==> src/rtl/stall_mem_ctrl.sv <==
// stall_mem_ctrl: multi-cycle 16-bit data memory; holds the requester with 'stall' and pulses 'done'.
// Optional MEM_RAND_STALL_EN adds 0..3 LFSR-driven extra wait cycles per request.
module stall_mem_ctrl #(
    parameter int MEM_AW  = 8,
    parameter int LATENCY = 4
) (
    input  logic        clk,
    input  logic        rst,
    input  logic        enable,
    input  logic        wr,
    input  logic [15:0] addr,
    input  logic [15:0] data_in,
    output logic [15:0] data_out,
    output logic        stall,
    output logic        done,
    output logic        err
);
    generate
        if (LATENCY < 1 || LATENCY > 15) begin : g_bad_latency
            $error("stall_mem_ctrl: LATENCY must be within 1..15");
        end
    endgenerate

    typedef enum logic [1:0] {IDLE, BUSY, DONE} state_t;

    state_t            state, state_nxt;
    logic [4:0]        cnt, load_cnt;
    logic              lat_wr;
    logic [15:0]       lat_addr, lat_data;
    logic              complete, acc_wr;
    logic [15:0]       acc_addr, acc_data;
    logic [MEM_AW-1:0] acc_idx;
    logic [15:0]       mem [2**MEM_AW];

`ifdef MEM_RAND_STALL_EN
    logic [3:0] lfsr;

    always_ff @(posedge clk or posedge rst) begin
        if (rst) lfsr <= 4'b1001;
        else     lfsr <= {lfsr[2:0], lfsr[3] ^ lfsr[2]};
    end

    assign load_cnt = 5'(LATENCY - 1) + {3'b000, lfsr[1:0]};
`else
    assign load_cnt = 5'(LATENCY - 1);
`endif

    // Upper address bits fall away in the shift/truncate, so addresses alias.
    assign acc_idx = MEM_AW'(acc_addr >> 1);

    always_comb begin
        state_nxt = state;
        stall     = 1'b0;
        done      = 1'b0;
        complete  = 1'b0;
        acc_wr    = lat_wr;
        acc_addr  = lat_addr;
        acc_data  = lat_data;
        case (state)
            IDLE: begin
                // A zero wait count completes on the accepting edge itself.
                acc_wr   = wr;
                acc_addr = addr;
                acc_data = data_in;
                if (enable) begin
                    stall = 1'b1;
                    if (load_cnt == 5'd0) begin
                        state_nxt = DONE;
                        complete  = 1'b1;
                    end else begin
                        state_nxt = BUSY;
                    end
                end
            end
            BUSY: begin
                stall = 1'b1;
                if (cnt == 5'd1) begin
                    state_nxt = DONE;
                    complete  = 1'b1;
                end
            end
            DONE: begin
                done      = 1'b1;
                state_nxt = IDLE;
            end
            default: state_nxt = IDLE;
        endcase
    end

    always_ff @(posedge clk or posedge rst) begin
        if (rst) begin
            state    <= IDLE;
            cnt      <= 5'd0;
            lat_wr   <= 1'b0;
            lat_addr <= 16'd0;
            lat_data <= 16'd0;
            data_out <= 16'd0;
            err      <= 1'b0;
        end else begin
            state <= state_nxt;
            if (state == IDLE && enable) begin
                cnt      <= load_cnt;
                lat_wr   <= wr;
                lat_addr <= addr;
                lat_data <= data_in;
            end else if (state == BUSY) begin
                cnt <= cnt - 5'd1;
            end
            if (complete) begin
                err <= acc_addr[0];
                if (!acc_addr[0] && !acc_wr) data_out <= mem[acc_idx];
            end
        end
    end

    // Storage is deliberately outside the reset domain so contents survive rst.
    always_ff @(posedge clk) begin
        if (complete && acc_wr && !acc_addr[0]) mem[acc_idx] <= acc_data;
    end

endmodule

==> config.mk <==
export PLATFORM = sky130hd
export DESIGN_NAME = stall_mem_ctrl
export DESIGN_NICKNAME = d
export VERILOG_FILES = /design/src/rtl/stall_mem_ctrl.sv
export SDC_FILE = /design/constraint.sdc
export NUM_CORES = 2
export LEC_CHECK = 0
export CAP_MARGIN = 20
export CORE_UTILIZATION = 40
export CTS_CLUSTER_DIAMETER = 40
export DETAILED_ROUTE_END_ITERATION = 7
export PLACE_DENSITY_LB_ADDON = 0.1
export SYNTH_ARGS = -nofsm -noshare
export SYNTH_HDL_FRONTEND = slang
export SYNTH_SLANG_ARGS = --single-unit
==> constraint.sdc <==
create_clock -name clk -period 16.4 [get_ports clk]
set_input_delay 3.28 -clock clk [delete_from_list [all_inputs] [get_ports clk]]
set_output_delay 3.28 -clock clk [all_outputs]
set_load 0.01 [all_outputs]
==> metrics.cfg <==
[run_status]
status = completed

[clock_tree]
root_buffer = clkbuf_16
cts-hold-fix-buffers = 0
clock-sinks = 4146
cts_setup_buffers = 0
clk_pin_slew_ns = 0.05
tritoncts = built
cts-htree-levels = 6
clock_path_buffers = 4
numCtsBuffers = 562
clk_latency_ns = 1.03
ctsResizeCount = 0

[routing]
vias = 87000
first_iter_violations = 9183
wl_per_cell_um = 32.0
viasPerCell = 5.97
wirelength_um = 466000
drc = 0
ant_nets = 0
first_pass_iters = 5

[critical_path]
path_depth = 12
start_kind = input pin
crit_required_ns = 17.29
max_stage_delay_ns = 1.21
r2r_end = data_out[2]
cp_common_cell = buf_12
cp-endpoint = data_out[2]
arrival_ns = 8.94
reg2reg_slack_ns = 10.13
cp_max_fo = 108
r2r_cells = 11
cp_top_family = compound AO/OA/AOI/OAI gates
rr_startpoint = state[0]
crit_path_top_delay_cell = o41ai_1
crit_type = in -> reg
cp_num_buf_inv = 4
crit_chain = clkdlybuf4s50_1 > or4_1 > o31ai_4 > buf_12 > buf_12 > buf_12 > a22oi_1 > a21oi_1 > o41ai_1 > a41oi_1 > or3_1 > o32a_1
worst_setup_path_end_kind = flip-flop
crit_start = addr[2]

[synth]
ys_ff_latch = 4146
netlist_area_sq_mm = 0.153
synth_edf_count = 4096
yosys_warnings = 0
synth.net_count = 8698
syn_inst = 8660
seq_area_frac_synth_pct = 81.2
ys.flop_type = edfxtp_1
synth-async-reset-ratio_pct = 1.21
syn_avg_cell_area_sq_um = 17.7
synthDistinctLibCells = 49

[floorplan]
fp.dieH_um = 620
dieWidth_um = 620
initial_core_util_pct = 40.3
die_area_sq_mm = 0.385
placementRows = 226
fp.coreArea_sq_mm = 0.380
io_pins = 55

[placement]
place.port_buffers = 47
place_hpwl_um = 251000
place_congestion = 0.792
dp_cells = 13500
pre_cts_ws_ns = 7.47

[timing]
setup_ws_ns = 8.36
finalSetupViolCount = 0
relSlewSlack_pct = 5.49
setup_tns_ns = 0
timing.final.max_slew_violations = 0
fmax_mhz = 124
fin_crit_ns = 8.04
rsz0062_at_grt = false
hold_violations = 0
clock_skew_ns = 0.0388
tightest_slew_ns = 1.42
min_period_over_period_pct = 49.1

[grt]
grt_max_degree = 200
grt_pass1_wl_um = 653000
grt_util_all_layers_pct = 23.7
grt_pass1_vias = 85500
antenna_found_initial = 23
overflow = 0

[power_and_ir_drop]
p_leak_nw = 55.8
power_frac_seq_pct = 38.3
clkPwrFrac_pct = 33.5
cellPowerDensity_mw_per_mm2 = 202
pwr-share-comb_pct = 28.2
internal-power_mw = 23.8
swShare_pct = 34.7
peakVddDrop_mv = 0.289
switchingPower_mw = 12.7

[cells_and_area]
multi_input_area_sq_mm = 0.0262
regArea_sq_mm = 0.124
layout-drive-gt1-share_pct = 15.4
area_growth_pct = 17.9
post-route-util_pct = 47.5
fill_cells = 31900
stdcell_count = 14600
final_nets = 9128

[flow_run]
drv_cap = 0

[worst_hold_path]
hp-class = reg -> reg

[area by class of cell]
class	instances	area share, %
flip-flops and latches	4146	68.9
well taps	5016	3.48
multi-input cells	3848	14.5
inverters	8	0.0166
diodes	27	0.0375
clock inverters	360	2.31
repair buffers	524	2.53
clock buffers	655	8.21
[worst register-to-register path: cells and delay by family (launching register included)]
family	cells	cell delay (ns)
AND/OR/NAND/NOR	2	1.25
flip-flops	1	0.49
buffers and inverters	3	1.22
AO/OA/AOI/OAI	6	3.21
[placed cells by master, fill, tap and decap left out, drive strengths merged, types with 5 or more instances in the layout]
cell	n
inv	51
nor2	278
o221ai	5
edfxtp	4096
nand3	6
o22ai	98
bufinv	67
a221oi	188
clkbuf	655
o32a	5
nand2	150
o41ai	190
buf	477
diode	27
clkdlybuf4s50	47
clkinv	193
o21ai	62
nand2b	7
clkinvlp	57
a22oi	1672
or3	15
a22o	188
a21oi	855
o21a	5
a41oi	53
dfrtp	50
nor4	30
[cells in the mapped netlist, types with 7 or more instances]
library cell  number  area, sq um
a22o_1           188         1650
buf_1             43          161
a41oi_1           53          464
edfxtp_1        4096       123000
buf_2            379         1900
nand2b_1           7         43.8
o41ai_1          190         1660
buf_4             33          248
or3_1             15         93.8
a21oi_1          855         4280
a22oi_1         1672        12600
inv_1              8         30.0
o21ai_0           56          280
o22ai_1           98          613
dfrtp_1           50         1250
nor2_1           277         1040
clkbuf_1         199          747
nand2_1          150          563
a221oi_1         188         1650
nor4_1            30          188
[power groups by stage]
stage                     registers [mW]  clock network, mW  logic (mW)
after global routing                13.9               12.8        10.9
final                               13.9               12.2        10.3
after floorplan                     14.7                  0        5.64
after CTS                           13.9               12.4        10.4
after detailed placement            14.2                  0        10.3
after global placement              14.2                  0        10.1
[kinds of logic (layout without fill, tap and decap cells)]
group / after synthesis / in the layout / synth area share, %
adders and majority gates: 2 / 2 / 0.0164
xor gates and xnor gates: 4 / 4 / 0.0229
AOI/OAI and AO/OA: 3336 / 3336 / 15.3
buffers and inverters: 666 / 1547 / 2.04
and+or+nand+nor: 506 / 506 / 1.38
other: 0 / 27 / 0
DFF: 4146 / 4146 / 81.2
[flip-flops by register name (all words and copies together), names as in the netlist]
name	cells
lat_wr	1
err	1
cnt	5
lat_addr	9
lat_data	16
data_out	16
state	2
mem	4096
[worst min path at each step]
stage                     cells past startpoint      endpoint  slack [ns]         start
final                                         2   lat_data[6]        0.48   lat_data[6]
after global routing                          2  lat_data[15]        0.50  lat_data[15]
after CTS                                     2   lat_data[6]        0.48   lat_data[6]
after detailed placement                      2   lat_data[6]        0.46   lat_data[6]
after global placement                        2  lat_data[15]        0.47  lat_data[15]
after floorplan                               2   lat_data[0]        0.45   lat_data[0]
[through the flow]
step	area [sq um]	hold WS [ns]	total power, mW
floorplan	153000	0.446	20.4
global placement	161000	0.472	24.3
detailed placement	161000	0.464	24.5
CTS	180000	0.478	36.7
global route	180000	0.501	37.7
finish	180000	0.475	36.4
[layer usage]
layer  global-route usage (%)  vias up  share of wire (%)  routed length (um)
met4                     7.70        8                3.3               15400
met1                     32.6    45700                 42              195000
met5                        0        -              0.012                  57
met3                     3.66      669                6.9               32100
met2                     38.7     3294                 48              224000
li1                         -    37400                  -                   -
(Power assumes the default switching activity.)
